`config.mk`:
```
export PLATFORM = sky130hd
export DESIGN_NAME = alu_arbiter
export DESIGN_NICKNAME = d
export VERILOG_FILES = /design/src/rtl/core_pkg.sv /design/src/rtl/alu.sv /design/src/rtl/alu_arbiter.sv
export SDC_FILE = /design/constraint.sdc
export NUM_CORES = 1
export LEC_CHECK = 0
export ABC_AREA = 0
export CORE_UTILIZATION = 52
export CTS_CLUSTER_DIAMETER = 50
export DETAILED_ROUTE_END_ITERATION = 10
export PLACE_DENSITY_LB_ADDON = 0.15
export SLEW_MARGIN = 20
export SYNTH_ARGS = -nofsm -noshare
export SYNTH_HDL_FRONTEND = slang
export SYNTH_SLANG_ARGS = --single-unit
export TNS_END_PERCENT = 5
```
`constraint.sdc`:
```
create_clock -name clk -period 6.3 [get_ports clk]
set_input_delay 1.26 -clock clk [delete_from_list [all_inputs] [get_ports clk]]
set_output_delay 1.26 -clock clk [all_outputs]
set_load 0.005 [all_outputs]
```
`src/rtl/core_pkg.sv`:
```
// Shared core definitions: datapath width, ALU operation encoding and the
// result-slot state of the ALU arbiter.
package core_pkg;

  localparam int DATA_WIDTH = 32;

  typedef enum logic [3:0] {
    ALU_ADD    = 4'd0,
    ALU_SUB    = 4'd1,
    ALU_SLL    = 4'd2,
    ALU_SLT    = 4'd3,
    ALU_SLTU   = 4'd4,
    ALU_XOR    = 4'd5,
    ALU_SRL    = 4'd6,
    ALU_SRA    = 4'd7,
    ALU_OR     = 4'd8,
    ALU_AND    = 4'd9,
    ALU_PASS_B = 4'd10
  } alu_sel_e;

  typedef enum logic {
    ARB_EMPTY = 1'b0,
    ARB_FULL  = 1'b1
  } arb_state_e;

endpackage

```
`src/rtl/alu.sv`:
```
// EX-stage ALU: purely combinational, shifts use operand2[4:0], unknown
// selections produce zero.
module alu
  import core_pkg::*;
#(
  parameter int DATA_WIDTH = core_pkg::DATA_WIDTH
) (
  input  logic [DATA_WIDTH-1:0] operand1,
  input  logic [DATA_WIDTH-1:0] operand2,
  input  alu_sel_e              sel,
  output logic [DATA_WIDTH-1:0] result
);

  logic [4:0] shamt;
  assign shamt = operand2[4:0];

  // NOTE: every output of an always_comb gets a default first so no path
  // through the case leaves it unassigned and infers a latch.
  always_comb begin
    result = '0;
    case (sel)
      ALU_ADD:    result = operand1 + operand2;
      ALU_SUB:    result = operand1 - operand2;
      ALU_SLL:    result = operand1 << shamt;
      ALU_SLT:    result = {{(DATA_WIDTH-1){1'b0}}, ($signed(operand1) < $signed(operand2))};
      ALU_SLTU:   result = {{(DATA_WIDTH-1){1'b0}}, (operand1 < operand2)};
      ALU_XOR:    result = operand1 ^ operand2;
      ALU_SRL:    result = operand1 >> shamt;
      ALU_SRA:    result = $signed(operand1) >>> shamt;
      ALU_OR:     result = operand1 | operand2;
      ALU_AND:    result = operand1 & operand2;
      ALU_PASS_B: result = operand2;
      default:    result = '0;
    endcase
  end

endmodule

```
`src/rtl/alu_arbiter.sv`:
```
// Two-requester round-robin front end to a single ALU with a one-entry
// registered result slot that supports consume-and-refill in the same cycle.
module alu_arbiter
  import core_pkg::*;
#(
  parameter int DATA_WIDTH = core_pkg::DATA_WIDTH
) (
  input  logic                  clk,
  input  logic                  rst_n,
  input  logic                  flush_i,

  input  logic                  req0_valid_i,
  output logic                  req0_ready_o,
  input  logic [DATA_WIDTH-1:0] req0_op1_i,
  input  logic [DATA_WIDTH-1:0] req0_op2_i,
  input  alu_sel_e              req0_sel_i,

  input  logic                  req1_valid_i,
  output logic                  req1_ready_o,
  input  logic [DATA_WIDTH-1:0] req1_op1_i,
  input  logic [DATA_WIDTH-1:0] req1_op2_i,
  input  alu_sel_e              req1_sel_i,

  output logic                  rsp_valid_o,
  input  logic                  rsp_ready_i,
  output logic [DATA_WIDTH-1:0] rsp_result_o,
  output logic                  rsp_id_o
);

  arb_state_e            state;
  logic                  last_grant;
  logic                  grant_id;
  logic                  slot_free;
  logic                  can_accept;
  logic                  accept;
  logic [DATA_WIDTH-1:0] alu_op1;
  logic [DATA_WIDTH-1:0] alu_op2;
  alu_sel_e              alu_sel;
  logic [DATA_WIDTH-1:0] alu_result;

  // Under contention the requester that did not win last time goes next.
  always_comb begin
    grant_id = 1'b0;
    if (req0_valid_i && req1_valid_i) begin
      grant_id = ~last_grant;
    end else if (req1_valid_i) begin
      grant_id = 1'b1;
    end
  end

  assign slot_free  = (state == ARB_EMPTY) || rsp_ready_i;
  // rst_n gates the readies so nothing looks accepted while reset is held.
  assign can_accept = slot_free && !flush_i && rst_n;

  assign req0_ready_o = req0_valid_i && !grant_id && can_accept;
  assign req1_ready_o = req1_valid_i &&  grant_id && can_accept;
  assign accept       = req0_ready_o || req1_ready_o;

  assign alu_op1 = grant_id ? req1_op1_i : req0_op1_i;
  assign alu_op2 = grant_id ? req1_op2_i : req0_op2_i;
  assign alu_sel = grant_id ? req1_sel_i : req0_sel_i;

  alu #(
    .DATA_WIDTH(DATA_WIDTH)
  ) u_alu (
    .operand1(alu_op1),
    .operand2(alu_op2),
    .sel     (alu_sel),
    .result  (alu_result)
  );

  // NOTE: sequential state uses non-blocking assignments so every register
  // samples pre-edge values regardless of statement order.
  always_ff @(posedge clk or negedge rst_n) begin
    if (!rst_n) begin
      state        <= ARB_EMPTY;
      last_grant   <= 1'b1;
      rsp_result_o <= '0;
      rsp_id_o     <= 1'b0;
    end else if (flush_i) begin
      state      <= ARB_EMPTY;
      last_grant <= 1'b1;
    end else if (accept) begin
      state        <= ARB_FULL;
      last_grant   <= grant_id;
      rsp_result_o <= alu_result;
      rsp_id_o     <= grant_id;
    end else if (rsp_ready_i) begin
      state <= ARB_EMPTY;
    end
  end

  assign rsp_valid_o = (state == ARB_FULL);

endmodule

```
; After elaboration in Yosys (flattened, before gate mapping)
; Cells that the tools add are included.
[word_totals]
register_bits = 35
input_bits = 142
[classes]
n_addsub = 2
magnitude_cmp = 2
n_eq_ne = 10
shift = 3
mux = 11
n_bitwise = 6
reduce_logical = 15
[op_table]
columns = op, n
row1 = 32-bit case mux with 11 select lines, 1
row2 = 32-bit < comparator, 2
row3 = 32-bit 2-to-1 mux, 2
row4 = 32-bit adder, 1
row5 = 32-bit bitwise AND, 1
row6 = 32-bit OR, 1
row7 = 32-bit by 5-bit left shift with 32-bit output, 1
row8 = 32-bit by 5-bit right shift with 32-bit output, 1
row9 = 32-bit by 5-bit >>> shifter with 32-bit output, 1
row10 = 32-bit subtractor, 1
row11 = 32-bit XOR, 1
row12 = 4-bit by 3-bit equality test with 1-bit output (second input constant), 4
row13 = 4-bit equality test (second input constant), 3
row14 = 4-bit by 2-bit equality test with 1-bit output (second input constant), 2
row15 = 1-bit logical AND, 7
row16 = 1-bit 2-to-1 mux, 7
row17 = 4-bit by 1-bit equality test with 1-bit output (second input constant), 1
row18 = 4-bit zero test, 1
row19 = 4-bit 2-to-1 mux, 1
row20 = 1-bit NOT, 3
row21 = 3-bit nonzero test, 1
row22 = 1-bit zero test, 2
row23 = 1-bit logical OR, 2
row24 = 2-bit AND reduction, 1
row25 = 2-bit nonzero test, 1

; Logic depth before layout (Yosys ltp)
; Gate-level depths: netlist of the first run.
[logic_depth]
depth_word = 8
depth_mapped = 22
depth_no_buf = 15

; Hierarchy
; A second synthesis of the first run with hierarchy kept.
[hier_totals]
hier_cells = 1592
area_unflattened_um2 = 11499.8
[by_module_without_submodules]
columns = mod, instances, cells_each, area_per_inst_um2
row1 = alu, 1, 1434, 9282.7
row2 = alu_arbiter, 1, 158, 2217.1

; Worst setup path before layout of the first run
; No wires, ideal clock.
[synth_timing]
kind = input port to flip-flop
startpoint = input req1_valid_i
endpoint = register rsp_result_o[26]
arrival_ns = 5.765
required_time_ns = 6.218
path_slack_ns = 0.453
path_stages = 21
n_path_buf = 8
cell_sequence = a21bo_2 buf_4 buf_4 buf_2 buf_2 buf_1 buf_1 buf_1 nand2_1 nand2_1 ha_1 clkbuf_1 and3_1 and2_1 a221oi_1 nor2_4 a311o_1 a31oi_4 a21oi_1 or4b_1 a31oi_1
[synth_between]
elab_chain_len = 7
[synth_lines]
columns = item, line
row1 = start: declaration, alu_arbiter.sv:18  ; input logic req1_valid_i,
row2 = branches (longest 7 deep; another with 32-bit subtractor), --
row3 = end signal: assignment, alu_arbiter.sv:86  ; rsp_result_o <= alu_result;
row4 = end: declaration, alu_arbiter.sv:26  ; output logic [DATA_WIDTH-1:0] rsp_result_o,
; Several ways; the timed one is not identified.
; A chain may end at the register's enable or synchronous reset.

; Worst setup path in the final report of the first run
[layout_timing]
startpoint = input req1_valid_i
endpoint = register rsp_result_o[29]
; The elaborated chain is that of the path after synthesis.

==> results of run 1 <==
cells in the mapped netlist, types with 14 or more instances:
master,number,share of area (%)
o21bai_1,21,1.2
inv_1,96,2.7
a21oi_1,198,7.5
o211ai_1,27,1.5
o22ai_1,15,0.71
clkbuf_1,77,2.2
buf_2,41,1.6
mux2_2,33,2.8
buf_1,24,0.68
a31oi_1,32,1.5
nor2b_1,29,1.4
xnor2_1,14,0.93
dfrtp_1,34,6.4
ha_1,99,9.4
a21o_1,20,1.1
o21ai_0,78,3.0
mux2i_1,228,17
o21ai_1,27,1.0
o221ai_1,18,1.2
nand2b_1,17,0.80
nand3_1,29,1.1
a221oi_1,33,2.2
nor3_1,34,1.3
nor2_1,123,3.5
and2_1,16,0.76
nand2_1,277,7.9
a211oi_1,53,3.0
stage by stage:
stage | instance area [um2] | util (%)
finish | 15400 | 61.6
global route | 15400 | 61.6
CTS | 15400 | 61.6
detailed placement | 15300 | 61.1
global placement | 15300 | 61.1
floorplan | 13200 | -
routing by layer:
metal  vias up  share of wire [%]  GRT usage, %
met2      1470                 42          76.4
met5         -              0.017             0
met4         2                8.0          33.7
li1       7304                  -             -
met1      7876                 37          62.0
met3       337                 13          9.96
logic make-up after synthesis:
family / synth area share (%)
adders and majority gates: 9.67
muxes: 21.5
xor gates and xnor gates: 1.19
AOI/OAI and AO/OA: 32.8
and+or+nand+nor: 20.2
DFF: 6.63
buffers and inverters: 7.99
power breakdown:
part	total [mW]	internal, mW	switching (mW)	leakage, nW
clock	0.288	0.156	0.132	0.0727
sequential	0.285	0.257	0.0280	0.458
combinational	1.86	0.689	1.17	6.14
total	2.43	1.10	1.33	6.67
layout make-up:
cell class              count  area (um2)  area share [%]
flip-flops and latches     35         877            5.68
inverters                 104         390            2.53
well taps                 330         413            2.68
repair buffers            239        2250            14.6
clock buffers               6         139           0.900
multi-input cells        1634       11400            73.6
clock inverters             1        5.00          0.0324
registers in the layout (all words and copies together) (netlist names):
name          cells
rsp_id_o          1
last_grant        1
rsp_valid_o       1
rsp_result_o     32
worst max-delay path, delay by kind of cell:
family | cells | cell delay, ps
AO/OA/AOI/OAI | 7 | 2180
AND/OR/NAND/NOR | 2 | 480
adder cells (fa/ha/maj) | 1 | 410
buffers and inverters | 3 | 1090
multiplexers | 1 | 470
worst paths after layout:
check                             start          endpoint  slack [ps]  cells past startpoint
max                        req1_valid_i  rsp_result_o[29]         510                     14
min                            rsp_id_o          rsp_id_o         490                      1
max reg2reg                  last_grant  rsp_result_o[29]        1640                     13
min reg2reg                    rsp_id_o          rsp_id_o         490                      1
max in group asynchronous         rst_n   rsp_result_o[3]        4780                      2
min in group asynchronous         rst_n       rsp_valid_o        1060                      2
==> flow_metrics.tcl, run 1 <==
set metrics [dict create \
    outcome "finished clean" \
    post-place-ws_ps 349 \
    antenna_cells 0 \
    grt_setup_unrepaired "no" \
    final_hold_viol_count 0 \
    tns_ps 0 \
    cellLeakagePower_nw 6.67 \
    fin_cells 2349 \
    design.die.area_mm2 0.0261 \
    place.gp.congestion 1.10 \
    required_ps 6470 \
    fin_skew_ps 8.64 \
    worstSkewPairLatency_ps 310 \
    synth.distinct_cells 92 \
    cts-htree-levels 2 \
    start_util_pct 52.8 \
    area.growth.synth_to_final_pct 16.7 \
    wire_per_inst_um 28.3 \
    ant_nets 0 \
    crit_chain "clkdlybuf4s50_1, a21boi_4, buf_4, mux2i_1, inv_1, ha_1, nor3b_1, or3_1, a211oi_2, o311ai_1, a211o_1, a211o_1, a2111oi_0, a31oi_1" \
    slowest_delay_ps 520 \
    final_cell_mix "277 x nand2_1, 224 x mux2i_1, 198 x a21oi_1" \
    slew_viol_final 0 \
    cts-buffers-inserted 5 \
    ir_drop_v 0.000108 \
    p_per_area_mw_per_mm2 158 \
    drive_gt1_share_pct 7.23 \
    drc 0 \
    ys_ff_latch 35 \
    fp.dieH_um 161 \
    grt.overflow.total 0 \
    ios 178 \
    dp.cells 2342 \
    hold_class "flip-flop to flip-flop" \
    syn_avg_cell_area_um2 6.87 \
    hold_ws_ps 486 \
    crit_type "primary input to flip-flop" \
    tightestPinTransition_ps 1270 \
    cts.reportedPaths.clkPinSlew_ps 70 \
    grt_pass1_vias 15800 \
    dr.pass1.iters 6 \
    cts_max_path_buffers 2 \
    synth_ff_type "dfrtp_1" \
    end_kind "flip-flop" \
    ys_seq_area_share_pct 6.63 \
    dr_total_vias 17000 \
    drtIter0Drc 2842 \
    syn_nets 2169 \
    chipWidth_um 161 \
    postCtsSetupBuffers 0 \
    period_share_pct 91.9 \
    critPathLaunchType "primary input" \
    cp_max_fo 32 \
    netlist_area_mm2 0.0132 \
    routed_wl_um 66500 \
    clock-root-buffer "clkbuf_16" \
    cp.arrival_ps 5960 \
    num_rows 58 \
    io_buffers 177 \
    grt_max_degree 78 \
    critical-path-slowest-cell "clkdlybuf4s50_1" \
    syn_inst 1926 \
    power_mw 2.43 \
    cp_common_cell "a211o_1" \
    final_common_cell "nand2_1" \
    coreArea_mm2 0.0250 \
    antenna_found_initial 2 \
    finalNetCount 2262 \
    cap_violations 0 \
    cts_resized 0 \
    clock.fmax_mhz 173 \
    grt_first_pass_wirelength_um 97400 \
    slew_headroom_pct 14.8 \
    vias_per_cell 7.23 \
    clock-sinks 35 \
    grt.total_usage_pct 49.5 \
    dp_hpwl_um 50200 \
    yosys_warnings 0 \
    fin_ws_ps 508 \
    fill_cells 2355 \
    finalSetupViolations 0 \
    synth_edf_count 0 \
    min_period_ps 5790 \
    cts_tree "done" \
    ys_async_sr_fraction_pct 100 \
    cts_hold_buf 0 \
]
Note: power is estimated with default switching activity, not from simulation.
==> run 2: changes to the inputs <==
--- a/config.mk
+++ b/config.mk
@@ -6,6 +6,8 @@
 export NUM_CORES = 1
 export LEC_CHECK = 0
 export ABC_AREA = 0
+export ABC_CLOCK_PERIOD_IN_PS = 6300
+export CORE_ASPECT_RATIO = 1.25
 export CORE_UTILIZATION = 52
 export CTS_CLUSTER_DIAMETER = 50
 export DETAILED_ROUTE_END_ITERATION = 10
==> constraint.sdc (replaced) <==
create_clock -name clk -period 6.3 [get_ports clk]
set_input_delay 0.63 -clock clk [delete_from_list [all_inputs] [get_ports clk]]
set_output_delay 0.63 -clock clk [all_outputs]
set_load 0.005 [all_outputs]
==> run 2 against run 1 <==
Critical path depth stayed put. Final area shrank 0.74%. Fmax increased by 6.5%. Setup slack improved by 360 ps. Non-clock buffer count fell by 14. Via count fell by 1.4%. Utilization up 0.27 points. Count of clock-buffer cells in the layout unchanged. Power is 0.88% lower. First-iteration DRC count shrank 14%. Largest power group unchanged.
==> flow_metrics.tcl, run 2 (synthesis gave the netlist of run 1 again) <==
set metrics [dict create \
    outcome "finished clean" \
    finalSetupViolations 0 \
    finalNetCount 2248 \
    cp.arrival_ps 5620 \
    vias_per_cell 7.17 \
    p_clk_share_pct 11.9 \
    grt_pass1_vias 15700 \
    period_share_pct 86.3 \
    final_util_pct 61.9 \
    hold_class "primary input to asynchronous set/reset pin" \
    power_frac_comb_pct 76.1 \
    tns_ps 0 \
    grt.overflow.total 0 \
    seqPwrFrac_pct 11.9 \
    final_cell_mix "277 x nand2_1, 223 x mux2i_1, 198 x a21oi_1" \
    ant_nets 0 \
    regArea_um2 877 \
    postCtsSetupBuffers 0 \
    cp_max_fo 21 \
    r2r.worst_path.cells 13 \
    chipWidth_um 145 \
    final_common_cell "nand2_1" \
    critical-path-slowest-cell "mux2i_1" \
    slowest_delay_ps 640 \
    required_ps 6480 \
    cts-buffers-inserted 5 \
    ir_drop_v 0.000112 \
    fp.dieH_um 180 \
    slew_headroom_pct 23.7 \
    area.growth.synth_to_final_pct 15.8 \
    coreArea_mm2 0.0247 \
    antenna_found_initial 0 \
    multiInputGateArea_mm2 0.0114 \
    grt.total_usage_pct 48.2 \
    largest_reg_flops 32 \
    cts_resized 0 \
    clock-sinks 35 \
    slew_viol_final 0 \
    cts.reportedPaths.clkPinSlew_ps 70 \
    ios 178 \
    min_period_ps 5440 \
    crit_chain "clkdlybuf4s50_1, a21boi_4, buf_12, mux2i_1, inv_1, ha_1, nor3b_1, or3_1, a211oi_2, o311ai_1, a211o_1, a211o_1, a2111oi_0, a31oi_1" \
    routed_wl_um 64400 \
    netSwitchingPower_mw 1.33 \
    cell_internal_pwr_mw 1.09 \
    io_buffers 177 \
    critPathLaunchType "primary input" \
    hold_ws_ps 396 \
    place.gp.congestion 1.08 \
    cellLeakagePower_nw 6.59 \
    start_util_pct 53.5 \
    antenna_cells 0 \
    num_rows 64 \
    worstSkewPairLatency_ps 310 \
    dr.pass1.iters 8 \
    clock-root-buffer "clkbuf_16" \
    dr_total_vias 16800 \
    wire_per_inst_um 27.6 \
    grt_first_pass_wirelength_um 94800 \
    fin_skew_ps 8.42 \
    drtIter0Drc 2456 \
    tightestPinTransition_ps 1130 \
    post-place-ws_ps 670 \
    largest_register "rsp_result_o" \
    drc 0 \
    design.die.area_mm2 0.0261 \
    cts-htree-levels 2 \
    drive_gt1_share_pct 6.58 \
    cts_hold_buf 0 \
    cap_violations 0 \
    fin_ws_ps 864 \
    grt_setup_unrepaired "no" \
    crit_type "primary input to flip-flop" \
    end_kind "flip-flop" \
    cts_tree "done" \
    final_hold_viol_count 0 \
    power_mw 2.41 \
    p_per_area_mw_per_mm2 158 \
    switching_share_pct 54.9 \
    cp_common_cell "a211o_1" \
    cts_max_path_buffers 2 \
    fill_cells 2221 \
    clock.fmax_mhz 184 \
    dp_hpwl_um 49100 \
    grt_max_degree 78 \
]
[run 2: power groups by stage]
stage | registers, mW | logic (mW) | clock network (mW)
floorplan | 0.282 | 1.10 | 0
global placement | 0.289 | 1.73 | 0
detailed placement | 0.289 | 1.74 | 0
CTS | 0.285 | 1.75 | 0.283
global route | 0.289 | 1.93 | 0.287
finish | 0.288 | 1.84 | 0.288
[run 2: worst max-delay path: cells and delay by family]
kind / cells / cell delay (ps)
muxes: 1 / 640
AOI/OAI and AO/OA: 7 / 2330
and+or+nand+nor: 2 / 510
buffers and inverters: 3 / 940
adders and majority gates: 1 / 540
[run 2: per-layer routing]
metal / GRT usage (%) / vias to the layer above / part of all wire (%)
met5: 0 / - / 0
met4: 28.8 / 0 / 6.8
li1: - / 7268 / -
met2: 71.3 / 1391 / 42
met3: 12.9 / 300 / 13
met1: 61.9 / 7794 / 38
[run 2: final cells by class]
class | instances | share of cell area, %
inverter | 104 | 2.55
sequential | 35 | 5.73
multi-input combinational | 1634 | 74.2
clock buffer | 6 | 0.907
clock inverter | 1 | 0.0327
timing repair buffer | 225 | 13.9
tap | 330 | 2.70
[run 2: worst paths after layout]
kind	to	startpoint	slack [ps]
worst max-delay path	rsp_result_o[29]	req0_valid_i	860
worst min-delay path	rsp_id_o	rst_n	400
worst max register to register	rsp_result_o[29]	last_grant	1360
worst min register to register	rsp_result_o[3]	rsp_result_o[3]	490
max in group asynchronous	rsp_result_o[9]	rst_n	5440
min in group clk	rsp_result_o[3]	rsp_result_o[3]	490
[run 2: metrics by stage]
| step | cells | instance area (um2) |
|---|---|---|
| 2_1_floorplan | 1926 | 13200 |
| 3_3_place_gp | 2328 | 15200 |
| 3_5_place_dp | 2328 | 15200 |
| 4_1_cts | 2335 | 15300 |
| 5_1_grt | 2335 | 15300 |
| 6_report | 2335 | 15300 |
